File: src/rtl/vliw_pipe_pkg.sv
// Shared register-index types, slot descriptors and FSM states
// for the 2-slot (R/S) VLIW issue-side hazard logic.
package vliw_pipe_pkg;

    localparam int NUM_REGS = 8;
    localparam int REG_W    = $clog2(NUM_REGS);

    typedef logic [REG_W-1:0] reg_idx_t;

    typedef struct packed {
        reg_idx_t src_a;
        reg_idx_t src_b;
        reg_idx_t dst;
        logic     wr;
        logic     ld;
    } slot_ctl_t;

    typedef enum logic {
        RUN  = 1'b0,
        HOLD = 1'b1
    } haz_state_e;

    // True when this slot is a load whose result lands in register idx.
    function automatic logic loads_into(input slot_ctl_t slot, input reg_idx_t idx);
        return slot.wr && slot.ld && (slot.dst == idx) && (idx != '0);
    endfunction

endpackage

File: src/rtl/hazard_reg_cnt.sv
// Load-use countdown for one architectural register; busy while the count is nonzero.
module hazard_reg_cnt #(
    parameter int CNT_W = 2
) (
    input  logic             clk,
    input  logic             rst_n,
    input  logic             load,
    input  logic [CNT_W-1:0] val,
    input  logic             flush,
    input  logic             dec,
    output logic             busy
);

    logic [CNT_W-1:0] cnt_q;
    logic [CNT_W-1:0] cnt_d;

    always_comb begin
        // NOTE: default assigned first so every path drives cnt_d and no latch is inferred.
        cnt_d = cnt_q;
        if (flush) begin
            cnt_d = '0;
        end else if (load) begin
            cnt_d = val;
        end else if (dec && (cnt_q != '0)) begin
            cnt_d = cnt_q - CNT_W'(1);
        end
    end

    // NOTE: non-blocking assignment so every flop samples its pre-edge inputs.
    always_ff @(posedge clk or negedge rst_n) begin
        if (!rst_n) begin
            cnt_q <= '0;
        end else begin
            cnt_q <= cnt_d;
        end
    end

    assign busy = (cnt_q != '0);

endmodule

File: src/rtl/vliw_hazard_scoreboard.sv
// Issue-side load-use hazard unit for the 2-slot VLIW pipeline (stall/bubble generation).
// Optional HAZ_STALL_CNT_EN adds a saturating 32-bit stall_cycles counter port.
module vliw_hazard_scoreboard
    import vliw_pipe_pkg::*;
#(
    parameter int LOAD_LAT = 1,
    parameter int CNT_W    = 2
) (
    input  logic                clk,
    input  logic                rst_n,
    input  logic                id_valid,
    input  logic [REG_W-1:0]    id_rm,
    input  logic [REG_W-1:0]    id_rn,
    input  logic [REG_W-1:0]    id_sm,
    input  logic [REG_W-1:0]    id_sn,
    input  logic [REG_W-1:0]    id_rd,
    input  logic [REG_W-1:0]    id_sd,
    input  logic                id_rwr,
    input  logic                id_swr,
    input  logic                id_rld,
    input  logic                id_sld,
    input  logic                flush,
    output logic                stall,
    output logic                bubble,
    output logic                bundle_err,
    output logic [NUM_REGS-1:0] busy_vec
`ifdef HAZ_STALL_CNT_EN
    ,
    output logic [31:0]         stall_cycles
`endif
);

    slot_ctl_t             r_slot;
    slot_ctl_t             s_slot;
    logic [NUM_REGS-1:0]   busy;
    logic [NUM_REGS-1:1]   load_vec;
    logic                  src_hit;
    logic                  issue;
    haz_state_e            state_q;
    haz_state_e            state_d;

    always_comb begin
        r_slot = '{src_a: id_rm, src_b: id_rn, dst: id_rd, wr: id_rwr, ld: id_rld};
        s_slot = '{src_a: id_sm, src_b: id_sn, dst: id_sd, wr: id_swr, ld: id_sld};

        // busy[0] is tied low, so a zero source index can never hit.
        src_hit = id_valid && (busy[r_slot.src_a] || busy[r_slot.src_b] ||
                               busy[s_slot.src_a] || busy[s_slot.src_b]);
        stall   = src_hit && !flush;
        bubble  = stall || flush;
        issue   = id_valid && !stall && !flush;
        state_d = stall ? HOLD : RUN;

        load_vec = '0;
        for (int i = 1; i < NUM_REGS; i++) begin
            load_vec[i] = issue && (loads_into(r_slot, reg_idx_t'(i)) ||
                                    loads_into(s_slot, reg_idx_t'(i)));
        end

        bundle_err = id_valid &&
            ((r_slot.wr && s_slot.wr && (r_slot.dst == s_slot.dst) && (r_slot.dst != '0)) ||
             (r_slot.wr && (r_slot.dst != '0) &&
              ((r_slot.dst == s_slot.src_a) || (r_slot.dst == s_slot.src_b))));
    end

    assign busy[0] = 1'b0;

    for (genvar g = 1; g < NUM_REGS; g++) begin : g_reg
        hazard_reg_cnt #(.CNT_W(CNT_W)) u_cnt (
            .clk   (clk),
            .rst_n (rst_n),
            .load  (load_vec[g]),
            .val   (CNT_W'(LOAD_LAT)),
            .flush (flush),
            .dec   (1'b1),
            .busy  (busy[g])
        );
    end

    assign busy_vec = busy;

    always_ff @(posedge clk or negedge rst_n) begin
        if (!rst_n) begin
            state_q <= RUN;
        end else begin
            state_q <= state_d;
        end
    end

    // No load can issue while stalled, so a single-cycle latency never stalls twice in a row.
    assert property (@(posedge clk) disable iff (!rst_n)
                     ((state_q == HOLD) && (LOAD_LAT == 1)) |-> !stall);

`ifdef HAZ_STALL_CNT_EN
    logic [31:0] stall_cycles_q;
    logic [31:0] stall_cycles_d;

    always_comb begin
        stall_cycles_d = stall_cycles_q;
        if ((state_d == HOLD) && (stall_cycles_q != 32'hFFFF_FFFF)) begin
            stall_cycles_d = stall_cycles_q + 32'd1;
        end
    end

    always_ff @(posedge clk or negedge rst_n) begin
        if (!rst_n) begin
            stall_cycles_q <= '0;
        end else begin
            stall_cycles_q <= stall_cycles_d;
        end
    end

    assign stall_cycles = stall_cycles_q;
`endif

endmodule

File: config.mk
export PLATFORM = sky130hd
export DESIGN_NAME = vliw_hazard_scoreboard
export DESIGN_NICKNAME = d
export VERILOG_FILES = /design/src/rtl/vliw_pipe_pkg.sv /design/src/rtl/hazard_reg_cnt.sv /design/src/rtl/vliw_hazard_scoreboard.sv
export SDC_FILE = /design/constraint.sdc
export NUM_CORES = 1
export LEC_CHECK = 0
export ABC_CLOCK_PERIOD_IN_PS = 3400
export CORE_MARGIN = 5
export CORE_UTILIZATION = 50
export CTS_CLUSTER_DIAMETER = 200
export DETAILED_ROUTE_END_ITERATION = 10
export PLACE_DENSITY = 0.8
export SLEW_MARGIN = 30
export SYNTH_ARGS = -nofsm -noshare
export SYNTH_HDL_FRONTEND = slang
export SYNTH_HIERARCHICAL = 1
export SYNTH_SLANG_ARGS = --single-unit
File: constraint.sdc
create_clock -name clk -period 3.4 [get_ports clk]
set_input_delay 0.68 -clock clk [delete_from_list [all_inputs] [get_ports clk]]
set_output_delay 0.68 -clock clk [all_outputs]
set_load 0.01 [all_outputs]
==> results of run 1 <==
-- logic make-up after synthesis --
| logic type | after synthesis |
|---|---|
| simple gates | 65 |
| fa+ha+maj | 7 |
| other cells | 2 |
| buf+inv | 34 |
| flops | 14 |
| compound gates | 38 |
| mux | 11 |
| xor+xnor | 16 |
-- where the power goes --
part	switching (W)	total, W	internal [W]
Combinational	0.000324	0.000655	0.000331
Sequential	0.0000225	0.000226	0.000204
Clock	0.0000549	0.000120	0.0000651
-- through the flow --
| stage | std cells | hold slack (ns) | worst slack [ns] |
|---|---|---|---|
| final | 300 | 0.6035 | 0.2028 |
| after global routing | 300 | 0.6341 | 0.1052 |
| after CTS | 300 | 0.6095 | 0.03211 |
| after detailed placement | 296 | 0.5832 | -0.07348 |
| after global placement | 296 | 0.5862 | -0.03513 |
| after floorplan | 214 | 0.3844 | 0.8413 |
-- final cells by class --
type / instances / area (um^2)
clock buffers: 4 / 36.28
fillers: 270 / 874.6
inverters: 30 / 112.6
multi-input cells: 166 / 1220
flip-flops and latches: 14 / 350.3
well taps: 44 / 55.05
repair buffers: 42 / 404.1
-- cell usage after synthesis, drive strengths merged (4+ instances only) --
library cell	instances
inv	30
xnor2	16
dfrtp	14
nand2	13
nor2	12
nor2b	11
a211oi	8
nand3b	8
a21oi	7
ha	7
nand3	7
o211ai	7
a22oi	5
nor4	5
mux2	4
mux2i	4
-- layer usage --
metal  wire length, um  share of wire [%]  vias to the layer above  global-route usage [%]
li1                  -                  -                      769                       -
met1              1677                 44                      729                   23.30
met2              1940                 50                       34                   33.71
met3               192                5.0                        4                   4.592
met4                33               0.86                        0                   5.838
met5                 0                  0                        -                       0
-- path summary, 6_finish.rpt --
path | to | cells past startpoint | start
worst min-delay path | g_reg[3].u_cnt/cnt_q[0]$_DFFE_PN0P_ | 2 | g_reg[3].u_cnt/cnt_q[0]$_DFFE_PN0P_
min in group asynchronous | g_reg[2].u_cnt/cnt_q[1]$_DFFE_PN0P_ | 1 | rst_n
worst min register to register | g_reg[3].u_cnt/cnt_q[0]$_DFFE_PN0P_ | 2 | g_reg[3].u_cnt/cnt_q[0]$_DFFE_PN0P_
worst max register to register | g_reg[1].u_cnt/cnt_q[1]$_DFFE_PN0P_ | 10 | g_reg[7].u_cnt/cnt_q[0]$_DFFE_PN0P_
max in group asynchronous | g_reg[6].u_cnt/cnt_q[0]$_DFFE_PN0P_ | 1 | rst_n
worst max-delay path | bubble | 6 | id_sn[2]
-- what timing repair did --
item	CTS	global route
endpoints found under the hold margin	0	0
endpoints found under the setup margin	2	1
resized for setup	2	2
-- worst min-delay path, stage by stage, from the launching register on --
cell	delay, ns
dfrtp_1	0.36
xnor2_1	0.14
a211oi_2	0.06
==> results.ini, run 1 <==
[outcome]
outcome = finished, final reports clean

[synth]
ys_types = 37
synth.cell_area_mm2 = 0.001593
postSynthCellCount = 187
synth_edf_count = 0
synth_top_family_by_area = simple AND/OR/NAND/NOR gates
synthSimpleGateAreaFrac_pct = 25.29
synth_xor_area_share_pct = 8.798
synth_area_leaders = dfrtp_1 (22%), xnor2_1 (8.8%), inv_1 (7.1%)
synthArstFlopShare_pct = 100.0
synth_top_area_share_pct = 22.00
yosys.area.top_type = dfrtp_1
synth_warnings = 6
ys_ff_latch = 14
yosys_most_used_dff = dfrtp_1
synth_compound_area_share_pct = 20.11
synth_fa_ha_area_share_pct = 5.499
synth.avg_cell_area_um2 = 8.518
synth.area.mux_share_pct = 9.584
ys_seq_area_share_pct = 22.00

[drt]
avgRoutedWirePerCell_um = 12.81
drc = 0
via_per_inst = 5.120
vias = 1536
drtPass1Iterations = 4
ant_nets = 0
drt_iter0_markers = 100
drt_wl_total_um = 3844

[setup_path]
cpPeakStageDelay_ns = 0.50
crit_arrival_ns = 2.52
critPathCaptureType = primary output
cp_slowest_cell = clkdlybuf4s50_1
worstPathCellList = clkdlybuf4s50_1 -> mux4_2 -> and2_1 -> a211oi_2 -> a41oi_1 -> dlygate4sd2_1
path_delay_family = buffers and inverters
path_max_fanout = 2
start_kind = input port
critPathBufInv = 2
critPathKind = input port to primary output
cp.required_ns = 2.72
r2r_slack_ns = 0.50

[placement]
placed_area_mm2 = 0.002133
place_congestion = 0.8143
io_buffers = 35
hpwl_um = 3126

[floorplan]
ios = 37
die_y_um = 66.44
core_region_area_mm2 = 0.003053
rows = 20
die_w_um = 66.44
start_util_pct = 52.17
die-area_mm2 = 0.004414

[sta]
timing.final.max_slew_violations = 0
rsz0062_at_grt = no
fmax_ghz = 0.3128
fin_skew_ns = 0.005645
setup-violations-final = 0
hold_viol_final = 0
setup_tns_ns = 0
fin_crit_ns = 3.197
finalCritPeriodShare_pct = 94.03
worstMarginPinSlew_ns = 0.6530
relSlewSlack_pct = 56.33

[flow_run]
cap_violations = 0

[cts]
cts.reportedPaths.clkPinSlew_ns = 0.08
clk_latency_ns = 0.28
cts_root_buf = clkbuf_4
cts_buffer_depth = 2
cts_tree = yes
clock_sinks = 14
cts_max_level = 1
cts_made_buffers = 3
hold_buffers = 0
cts_setup_buffers = 0

[pwr]
powerDensity_mw_per_mm2 = 459.7
leakage_nw = 0.8819
p_total_w = 0.001001
peakVddDrop_uv = 342.5

[finish]
final_cell_mix = clkdlybuf4s50_1 (33), inv_1 (30), conb_1 (29)
largest_register_ff_count = 14
num_antenna_cells = 0
largest-register = g.u_cnt/cnt_q
final_layout_size_suffix_gt1_share_pct = 14.06
layout.nets = 290
reg.largest.list = g.u_cnt/cnt_q: 14 flops
fin_area_mm2 = 0.002178
utilization_pct = 71.35
mostFrequentLayoutCell = clkdlybuf4s50_1
area_growth_syn_to_layout_pct = 36.76

[grt]
grt_pass1_wl_um = 6630
grt_max_degree = 15
grt_pass1_vias = 1481
grt_usage_pct = 19.34
antenna_found_initial = 0
grt-ovfl-total = 0

[worst_hold_path]
worstHoldPathType = flip-flop to flip-flop

No activity file was read; power rests on OpenSTA's default activity.
==> run 2: changes to the inputs <==
CORE_MARGIN = 3   (was 5)
HOLD_SLACK_MARGIN = 0.06   (was unset)
==> results.ini, run 2 (synthesis results as in run 1) <==
[finish]
num_antenna_cells = 0  ; unchanged
layout.nets = 289  ; -0.34%
largest_register_ff_count = 14  ; unchanged
largest-register = g.u_cnt/cnt_q
fin_area_mm2 = 0.002166  ; -0.57%
area_growth_syn_to_layout_pct = 35.98
multi_input_area_mm2 = 0.001217  ; -0.20%
utilization_pct = 74.68  ; +3.3 points
mostFrequentLayoutCell = clkdlybuf4s50_1
reg.largest.list = g.u_cnt/cnt_q: 14 flops
seq_area_um2 = 350.3  ; unchanged
final_cell_mix = clkdlybuf4s50_1 (33), inv_1 (30), conb_1 (29)
fill_cells = 249  ; -7.8%
final_layout_size_suffix_gt1_share_pct = 13.33  ; -0.73 points

[sta]
worstMarginPinSlew_ns = 0.6396  ; -0.01332 ns
relSlewSlack_pct = 57.22  ; +0.89 points
hold_viol_final = 0  ; unchanged
rsz0062_at_grt = no
setup_tns_ns = 0  ; unchanged
timing.final.max_slew_violations = 0  ; unchanged
fin_crit_ns = 3.203  ; +0.005646 ns
setup-violations-final = 0  ; unchanged
fmax_ghz = 0.3122  ; -0.18%
finalCritPeriodShare_pct = 94.20  ; +0.17 points
fin_skew_ns = 0.003340  ; -0.002305 ns

[setup_path]
critPathKind = input port to primary output
cpPeakStageDelay_ns = 0.50  ; about the same
start_kind = input port
cp.required_ns = 2.72  ; about the same
worstPathCellList = clkdlybuf4s50_1 -> mux4_2 -> and2_1 -> a211oi_2 -> a41oi_1 -> dlygate4sd2_1
crit_arrival_ns = 2.52  ; about the same
rr_endpoint = g_reg[5].u_cnt/cnt_q[1]$_DFFE_PN0P_
r2r_cells = 10  ; unchanged
critPathCaptureType = primary output
path_delay_family = buffers and inverters
critPathBufInv = 2  ; unchanged
r2r_slack_ns = 0.45  ; -0.05 ns
r2r_start = g_reg[7].u_cnt/cnt_q[0]$_DFFE_PN0P_
path_max_fanout = 2  ; unchanged
cp_slowest_cell = clkdlybuf4s50_1

[cts]
cts_made_buffers = 3  ; unchanged
hold_buffers = 0  ; unchanged
clk_latency_ns = 0.27  ; about the same
cts_buffer_depth = 2  ; unchanged
clock_sinks = 14  ; unchanged
cts_tree = yes
cts_setup_buffers = 0  ; unchanged
cts.reportedPaths.clkPinSlew_ns = 0.08  ; about the same
cts_max_level = 1  ; unchanged
cts_root_buf = clkbuf_4

[placement]
place_congestion = 0.9264  ; +14%
hpwl_um = 3043  ; -2.6%
io_buffers = 35  ; unchanged
placed_area_mm2 = 0.002123  ; -0.47%

[grt]
grt_pass1_vias = 1509  ; +1.9%
grt_max_degree = 15  ; unchanged
grt_usage_pct = 20.37  ; +1.0 points
grt-ovfl-total = 0  ; unchanged
antenna_found_initial = 0  ; unchanged
grt_pass1_wl_um = 6672  ; +0.63%

[drt]
drtPass1Iterations = 4  ; unchanged
drc = 0  ; unchanged
avgRoutedWirePerCell_um = 12.48  ; -2.6%
ant_nets = 0  ; unchanged
via_per_inst = 4.997  ; -2.4%
drt_wl_total_um = 3707  ; -3.6%
vias = 1484  ; -3.4%
drt_iter0_markers = 53  ; -47%

[floorplan]
core_region_area_mm2 = 0.002900  ; -5.0%
start_util_pct = 54.92  ; +2.7 points
ios = 37  ; unchanged
die_w_um = 62.44  ; -6.0%
die_y_um = 62.44  ; -6.0%
die-area_mm2 = 0.003899  ; -12%
rows = 19  ; -5.0%

[worst_hold_path]
worstHoldPathType = flip-flop to flip-flop
hold_depth = 2  ; unchanged
hp-start = g_reg[7].u_cnt/cnt_q[0]$_DFFE_PN0P_
min_to = g_reg[7].u_cnt/cnt_q[0]$_DFFE_PN0P_

[pwr]
leakage_nw = 0.8781  ; -0.43%
powerDensity_mw_per_mm2 = 457.5  ; -0.47%
peakVddDrop_uv = 357.6  ; +4.4%

[flow_run]
cap_violations = 0  ; unchanged

[outcome]
outcome = finished, final reports clean

-- run 2: cell count changes in the layout (fill, tap and decap cells not counted) --
cell,before,now
buf_4,7,6
ha_2,1,0
ha_1,6,7
-- run 2: tightest hold or removal path: cells and delay by family, from the launching register on --
kind	cells	cell delay [ns]
flip-flops	1	0.36
XOR/XNOR	1	0.14
AO/OA/AOI/OAI	1	0.06
-- run 2: area by class of cell --
class	instances	share of cell area [%]
Inverter	30	5.199
Clock buffer	4	1.675
Tap cell	42	2.426
Timing Repair Buffer	41	18.31
Multi-Input combinational cell	166	56.21
Sequential cell	14	16.18
-- run 2: worst max path at each step --
stage	start	slack (ns)	endpoint	cells past startpoint
2_1_floorplan	g_reg[7].u_cnt/cnt_q[0]$_DFFE_PN0P_	0.84	g_reg[1].u_cnt/cnt_q[1]$_DFFE_PN0P_	10
3_3_place_gp	id_sn[2]	-0.03	bubble	6
3_5_place_dp	id_sn[2]	-0.06	bubble	6
4_1_cts	id_sn[2]	0.04	stall	6
5_1_grt	id_sn[2]	0.13	bubble	6
6_report	id_sn[2]	0.20	bubble	6
-- run 2: repair_timing --
action | 4_1_cts | 5_1_grt
resized for setup | 2 | 1
gates cloned | 0 | 0
setup endpoints to repair | 2 | 1
-- run 2: power breakdown --
| group | total [W] | leakage, nW | internal, W | switching (W) |
|---|---|---|---|---|
| clock network | 0.000118 | 0.0210 | 0.0000651 | 0.0000527 |
| registers | 0.000227 | 0.193 | 0.000204 | 0.0000226 |
| logic | 0.000647 | 0.665 | 0.000328 | 0.000319 |
-- run 2: metrics by stage --
stage / worst slack [ns] / cells / total power (W) / hold slack (ns)
after CTS: 0.04480 / 297 / 0.0009985 / 0.6018
after floorplan: 0.8413 / 214 / 0.0006554 / 0.3844
after detailed placement: -0.06192 / 293 / 0.0008757 / 0.5843
final: 0.1972 / 297 / 0.0009909 / 0.5996
after global routing: 0.1251 / 297 / 0.001076 / 0.6374
after global placement: -0.02751 / 293 / 0.0008641 / 0.5879
-- run 2: per-layer routing --
metal / vias up / track usage (%) / share of wire [%]
li1: 770 / - / -
met1: 678 / 26.21 / 48
met2: 30 / 35.15 / 47
met3: 6 / 4.496 / 4.4
met4: 0 / 3.857 / 1.1
met5: - / 0 / 0
